==> src/rtl/sudoku_pkg.sv <==
// Shared constants for the sudoku solver sequencer: board geometry, status codes,
// FSM encodings and a cell accessor for the row-major BCD board packing.
package sudoku_pkg;

    localparam int GRID_SIZE = 9;
    localparam int NUM_CELLS = GRID_SIZE * GRID_SIZE;
    localparam int BOARD_W   = 4 * NUM_CELLS;

    localparam logic [2:0] STATUS_NONE      = 3'd0;
    localparam logic [2:0] STATUS_SOLVED    = 3'd1;
    localparam logic [2:0] STATUS_STALLED   = 3'd2;
    localparam logic [2:0] STATUS_TIMEOUT   = 3'd3;
    localparam logic [2:0] STATUS_BAD_INPUT = 3'd4;

    typedef enum logic [1:0] {
        ST_IDLE = 2'd0,
        ST_LOAD = 2'd1,
        ST_RUN  = 2'd2,
        ST_DONE = 2'd3
    } state_t;

    // Cell 0 (row 0, col 0) sits in the most significant nibble.
    function automatic logic [3:0] cell_at(input logic [BOARD_W-1:0] board, input int idx);
        return board[BOARD_W-1-4*idx -: 4];
    endfunction

endpackage

==> src/rtl/sudoku_board_stats.sv <==
// Combinational statistics over one packed board: full, any digit >9, and the
// number of nonzero cells.
module sudoku_board_stats
    import sudoku_pkg::*;
(
    input  logic [BOARD_W-1:0] i_board,
    output logic               o_all_filled,
    output logic               o_any_invalid,
    output logic [6:0]         o_filled_count
);

    always_comb begin
        o_all_filled   = 1'b1;
        o_any_invalid  = 1'b0;
        o_filled_count = 7'd0;
        for (int i = 0; i < NUM_CELLS; i++) begin
            if (cell_at(i_board, i) == 4'd0)
                o_all_filled = 1'b0;
            else
                o_filled_count = o_filled_count + 7'd1;
            if (cell_at(i_board, i) > 4'd9)
                o_any_invalid = 1'b1;
        end
    end

endmodule

==> src/rtl/sudoku_solve_ctrl.sv <==
// Sequencer for the iterative sudoku solver: accept, validate, load, watch for
// solved/stalled/timeout, then present the latched result.
// Optional cycles_out port enabled by defining SUDOKU_CYCLE_COUNT_EN.
module sudoku_solve_ctrl
    import sudoku_pkg::*;
#(
    parameter int STALL_CYCLES = 4,
    parameter int MAX_CYCLES   = 1024,
    parameter int CNT_W        = 11
) (
    input  logic               clk_in,
    input  logic               reset_in,
    input  logic               start_in,
    input  logic [BOARD_W-1:0] board_in,
    output logic               ready_out,
    output logic               busy_out,
    output logic               solver_load_out,
    output logic [BOARD_W-1:0] solver_board_out,
    input  logic [BOARD_W-1:0] solver_result_in,
    output logic [BOARD_W-1:0] board_out,
    output logic [2:0]         status_out,
    output logic [6:0]         filled_out,
    output logic               done_out
`ifdef SUDOKU_CYCLE_COUNT_EN
    ,
    output logic [CNT_W-1:0]   cycles_out
`endif
);

    localparam int                 STALL_W    = $clog2(STALL_CYCLES) + 1;
    localparam logic [STALL_W-1:0] STALL_LAST = STALL_W'(STALL_CYCLES - 1);
    localparam logic [CNT_W-1:0]   RUN_LAST   = CNT_W'(MAX_CYCLES - 1);

    state_t             r_state, w_next_state;
    logic [BOARD_W-1:0] r_solver_board, r_snap, r_board;
    logic [2:0]         r_status;
    logic [6:0]         r_filled;
    logic [CNT_W-1:0]   r_run_cnt;
    logic [STALL_W-1:0] r_stall_cnt;

    logic       w_in_full, w_in_bad, w_res_full, w_res_bad;
    logic [6:0] w_in_cnt, w_res_cnt;
    logic       w_unused_stats;
    logic       w_accept, w_same, w_stalled, w_timeout, w_term;

    sudoku_board_stats u_in_stats (
        .i_board        (board_in),
        .o_all_filled   (w_in_full),
        .o_any_invalid  (w_in_bad),
        .o_filled_count (w_in_cnt)
    );

    sudoku_board_stats u_res_stats (
        .i_board        (solver_result_in),
        .o_all_filled   (w_res_full),
        .o_any_invalid  (w_res_bad),
        .o_filled_count (w_res_cnt)
    );

    assign w_unused_stats = w_in_full ^ w_res_bad;

    assign w_accept  = (r_state == ST_IDLE) && start_in;
    assign w_same    = (solver_result_in == r_snap);
    assign w_stalled = w_same && (r_stall_cnt == STALL_LAST);
    assign w_timeout = (r_run_cnt == RUN_LAST);
    assign w_term    = w_res_full || w_stalled || w_timeout;

    always_ff @(posedge clk_in or posedge reset_in) begin
        if (reset_in) r_state <= ST_IDLE;
        else          r_state <= w_next_state;
    end

    always_comb begin
        w_next_state    = r_state;
        ready_out       = 1'b0;
        busy_out        = 1'b0;
        solver_load_out = 1'b0;
        done_out        = 1'b0;
        case (r_state)
            ST_IDLE: begin
                ready_out = 1'b1;
                if (start_in) w_next_state = w_in_bad ? ST_DONE : ST_LOAD;
            end
            ST_LOAD: begin
                busy_out        = 1'b1;
                solver_load_out = 1'b1;
                w_next_state    = ST_RUN;
            end
            ST_RUN: begin
                busy_out = 1'b1;
                if (w_term) w_next_state = ST_DONE;
            end
            ST_DONE: begin
                busy_out     = 1'b1;
                done_out     = 1'b1;
                w_next_state = ST_IDLE;
            end
            default: w_next_state = ST_IDLE;
        endcase
    end

    always_ff @(posedge clk_in or posedge reset_in) begin
        if (reset_in) begin
            r_solver_board <= '0;
            r_snap         <= '0;
            r_board        <= '0;
            r_status       <= STATUS_NONE;
            r_filled       <= 7'd0;
            r_run_cnt      <= '0;
            r_stall_cnt    <= '0;
        end else if (w_accept) begin
            r_solver_board <= board_in;
            r_snap         <= board_in;
            r_run_cnt      <= '0;
            r_stall_cnt    <= '0;
            // Bad input skips the solver entirely and reports the rejected board.
            r_board        <= w_in_bad ? board_in : '0;
            r_status       <= w_in_bad ? STATUS_BAD_INPUT : STATUS_NONE;
            r_filled       <= w_in_bad ? w_in_cnt : 7'd0;
        end else if (r_state == ST_RUN) begin
            if (w_term) begin
                r_board  <= solver_result_in;
                r_filled <= w_res_cnt;
                if (w_res_full)     r_status <= STATUS_SOLVED;
                else if (w_stalled) r_status <= STATUS_STALLED;
                else                r_status <= STATUS_TIMEOUT;
            end else begin
                r_stall_cnt <= w_same ? r_stall_cnt + 1'b1 : '0;
                r_snap      <= solver_result_in;
                r_run_cnt   <= r_run_cnt + 1'b1;
            end
        end
    end

    assign solver_board_out = r_solver_board;
    assign board_out        = r_board;
    assign status_out       = r_status;
    assign filled_out       = r_filled;

`ifdef SUDOKU_CYCLE_COUNT_EN
    logic [CNT_W-1:0] r_cycles;

    always_ff @(posedge clk_in or posedge reset_in) begin
        if (reset_in)                       r_cycles <= '0;
        else if (w_accept)                  r_cycles <= '0;
        else if (r_state == ST_RUN && w_term) r_cycles <= r_run_cnt + 1'b1;
    end

    assign cycles_out = r_cycles;
`endif

endmodule

==> config.mk <==
export PLATFORM = sky130hd
export DESIGN_NAME = sudoku_solve_ctrl
export DESIGN_NICKNAME = d
export VERILOG_FILES = /design/src/rtl/sudoku_pkg.sv /design/src/rtl/sudoku_board_stats.sv /design/src/rtl/sudoku_solve_ctrl.sv
export SDC_FILE = /design/constraint.sdc
export NUM_CORES = 2
export LEC_CHECK = 0
export BUFFER_PORTS_ARGS = -buffer_cell sky130_fd_sc_hd__buf_2
export CAP_MARGIN = 20
export CORE_AREA = 2 2 512 514
export DETAILED_ROUTE_END_ITERATION = 10
export DIE_AREA = 0 0 514 516
export HOLD_SLACK_MARGIN = 0.12
export PLACE_DENSITY_LB_ADDON = 0.1
export SLEW_MARGIN = 20
export SYNTH_ARGS = -nofsm -noshare
export SYNTH_HDL_FRONTEND = slang
export SYNTH_SLANG_ARGS = --single-unit
==> constraint.sdc <==
create_clock -name clk_in -period 44.8 [get_ports clk_in]
set_clock_uncertainty 0.2 [all_clocks]
set_input_delay 8.96 -clock clk_in [delete_from_list [all_inputs] [get_ports clk_in]]
set_output_delay 8.96 -clock clk_in [all_outputs]
set_load 0.01 [all_outputs]
==> run metrics <==
status finished, violations left; failing checks negative setup slack; footprint of the multi-input gates 47300 um2; Yosys Warn Count 0; clk sinks 998; commonest cells after routing, fill and taps aside 1705 x sky130_fd_sc_hd__nand2_1, 1313 x sky130_fd_sc_hd__buf_2, 1010 x sky130_fd_sc_hd__buf_4; count of filler cells inserted in the layout 27.1k; number of maximum-capacitance violations 0; Final Setup Violations 6; data required time at the worst endpoint 45320 ps; clock period minus final worst setup slack 51460 ps; final clock period utilization by the worst path 1.15; slew at the pin closest to its max-slew limit 1400 ps; share of the synthesized area in the top cell type 0.349; synth top area cells sky130_fd_sc_hd__dfrtp_1 35%, sky130_fd_sc_hd__mux2i_1 9.7%, sky130_fd_sc_hd__nand2_1 9.2%, sky130_fd_sc_hd__xnor2_1 8.7%, sky130_fd_sc_hd__o21ai_0 6.1%; synth unique cells 107; CTS H-tree depth 4; clk_lat worst skew 850 ps; worst hold start solver_board_out[210]; sum of net half-perimeters after detailed placement 388000 um; top cell type by total area after synthesis sky130_fd_sc_hd__dfrtp_1; number of buffer and inverter instances along the worst setup path 18; origin of the worst setup path solver_result_in[316]; Worst R2R End r_snap[43]; slowest library cell on the worst path sky130_fd_sc_hd__or4_4; least setup slack across all paths after layout -6660 ps; Starting Density 0.276; number of antenna violations at the first check in global routing 192; hold_buf cts 0; via density per instance 5.37; count of pins on the block boundary 1313; Top FF cell, synth sky130_fd_sc_hd__dfrtp_1; via count of the first global-routing pass 71.8k; wire length per cell after detailed routing 33.5 um; standard-cell rows 187; endpoint kind of the worst setup timing path register; Final GP Congestion 0.996; Die ar. 265000 um2; post-synthesis sequential element count 998; count of port buffers added during placement 1312; CP dominant cell by count sky130_fd_sc_hd__ha_1; count of flip-flops with a built-in enable after synthesis 0; library cell used as clock root buffer sky130_fd_sc_hd__clkbuf_16; Sequential Area 25000 um2; CTS clk-pin slew, worst paths 60 ps; first-pass GRT wire length 618000 um; Slew HR 0.0638; nets in the synthesized netlist 9021; largest net degree at the start of global routing 188; maximum number of buffers from clock root to sink 3; type of the setup path with the least slack in -> reg; final cell utilization of the core 0.372; beginning of the worst register-to-register path r_snap[257]; top fanout value on the critical path 3; sequential cell area fraction in the yosys report 0.349; Synth Instances 8201; TritonCTS clock tree built; average instance area after synthesis 8.72 um2; reg-to-reg setup timing slack 35950 ps; count of placed standard cells in the final layout, fillers left out 13.9k; Worst Hold Depth 2; category of the worst setup path launch point primary input; crit-path max cell delay 590 ps; overall via count from detail_route 74.8k; cells on worst reg2reg path 17; data arrival time of the critical path 51980 ps; cell family with the largest share of critical-path delay adder cells; overall global routing resource usage 0.338; DP Cell Count 13.5k; Die Wd 514 um; hold crit path type reg -> reg; net total in the final layout 11.2k; setup repair after global routing missed its margin yes; die boundary height 516 um; Area growth syn-to-layout 34.8%; Max Clk Rate 0.0194 GHz; leading cell type in the layout, fill and taps excluded sky130_fd_sc_hd__nand2_1; Hold Path Sink solver_board_out[210]; number of buffers created by CTS 134; final hold vios 0; Setup Total Neg Slack -38680 ps; ys async rst share 1.00; Total Wirelength 466000 um; count of TritonRoute iterations in the first routing pass 6; count of routing violations after the opening detailed-route iteration 6711; layout cell share with drive strength beyond 1 0.297; placeable core area 259000 um2; final count of pins violating max slew 0; post-route DRC violation count 0; Routed Antenna Nets 0; global route overflow 0; combined area of all synthesized cells 71500 um2
## how the worst max path moves through the flow
| stage | to | slack (ps) | cells after the start |
|---|---|---|---|
| after floorplan | filled_out[4] | -6370 | 268 |
| after global placement | filled_out[5] | -7270 | 251 |
| after detailed placement | filled_out[5] | -8120 | 251 |
| final | filled_out[6] | -6660 | 268 |
| after CTS | filled_out[6] | -6940 | 255 |
| after global routing | filled_out[4] | -8640 | 269 |
## logic make-up (layout without fill, tap and decap cells)
| group | count (synthesis) | after routing | share of synthesized area |
|---|---|---|---|
| compound gates | 1525 | 1525 | 0.126 |
| xor+xnor | 1161 | 1161 | 0.166 |
| fa+ha+maj | 174 | 174 | 0.0303 |
| buf+inv | 485 | 2721 | 0.0257 |
| flops | 998 | 998 | 0.349 |
| mux | 711 | 711 | 0.0999 |
| other cells | 0 | 90 | 0 |
| simple gates | 3147 | 3147 | 0.203 |
## flip-flops by register name, summed over array words and instances, names as in the netlist
| name | cells |
|---|---|
| r_snap | 324 |
| r_state | 2 |
| r_run_cnt | 11 |
| solver_board_out | 324 |
| status_out | 3 |
| board_out | 324 |
| filled_out | 7 |
| r_stall_cnt | 3 |
## routing by layer
metal	global-route usage	up-vias	wire, um
li1	-	33311	-
met1	0.434	37648	196000
met2	0.521	2989	205000
met3	0.0865	732	36800
met4	0.176	84	28200
met5	0	-	540
## repair_timing
item,4_1_cts,5_1_grt
pin swaps,12,183
buffers inserted,18,61
hold endpoints to repair,0,0
resized for setup,16,226
setup endpoints to repair,6,6
## per-stage QoR
step           cell area [um2]  setup slack (ps)  hold slack (ps)
2_1_floorplan            72400             -6370              283
3_3_place_gp             89600             -7270              257
3_5_place_dp             89700             -8120              257
4_1_cts                  94500             -6940              271
5_1_grt                  96300             -8640              288
6_report                 96400             -6660              264
## synth_stat cells (12+ instances only)
library cell and count:
sky130_fd_sc_hd__xnor3_1 45, sky130_fd_sc_hd__nor3_1 101, sky130_fd_sc_hd__mux2_2 19, sky130_fd_sc_hd__o21a_1 23, sky130_fd_sc_hd__and2_1 37, sky130_fd_sc_hd__o41ai_1 19
sky130_fd_sc_hd__xnor3_2 22, sky130_fd_sc_hd__o21ai_0 874, sky130_fd_sc_hd__o211ai_1 35, sky130_fd_sc_hd__nand2_1 1761, sky130_fd_sc_hd__dfrtp_1 998, sky130_fd_sc_hd__or4_1 150
sky130_fd_sc_hd__and3_1 34, sky130_fd_sc_hd__o31a_1 12, sky130_fd_sc_hd__a211o_1 14, sky130_fd_sc_hd__o22ai_1 48, sky130_fd_sc_hd__a211oi_1 33, sky130_fd_sc_hd__nor4_1 223
sky130_fd_sc_hd__inv_1 138, sky130_fd_sc_hd__ha_1 169, sky130_fd_sc_hd__nand2b_1 48, sky130_fd_sc_hd__nor2_1 364, sky130_fd_sc_hd__or3_1 22, sky130_fd_sc_hd__xor2_1 322
sky130_fd_sc_hd__nor2b_1 30, sky130_fd_sc_hd__or2_2 24, sky130_fd_sc_hd__a21oi_1 190, sky130_fd_sc_hd__o21ai_1 16, sky130_fd_sc_hd__o31ai_1 25, sky130_fd_sc_hd__a32oi_1 13
sky130_fd_sc_hd__xnor2_1 707, sky130_fd_sc_hd__mux2i_1 691, sky130_fd_sc_hd__clkbuf_1 277, sky130_fd_sc_hd__buf_1 56, sky130_fd_sc_hd__a31oi_1 47, sky130_fd_sc_hd__nand3_1 133
sky130_fd_sc_hd__xnor2_4 15, sky130_fd_sc_hd__nand4_1 129, sky130_fd_sc_hd__xnor2_2 27, sky130_fd_sc_hd__nand3b_1 16, sky130_fd_sc_hd__nor3b_1 21, sky130_fd_sc_hd__a21o_1 19
## tightest hold or removal path: stages, from the launching register on
cell and delay (ps):
sky130_fd_sc_hd__dfrtp_1 330, sky130_fd_sc_hd__nand2_1 50, sky130_fd_sc_hd__nand2_1 50
## cell type report
| class | count | area share |
|---|---|---|
| timing repair buffer | 2343 | 0.151 |
| sequential | 998 | 0.259 |
| tap | 3402 | 0.0442 |
| clock inverter | 46 | 0.00735 |
| inverter | 143 | 0.00567 |
| clock buffer | 189 | 0.0398 |
| multi-input combinational | 6718 | 0.491 |
| antenna | 90 | 0.00234 |
Power is left out: the tool's default activity adds up to more than one toggle a clock period on the data nets, which glitch-free logic cannot reach.
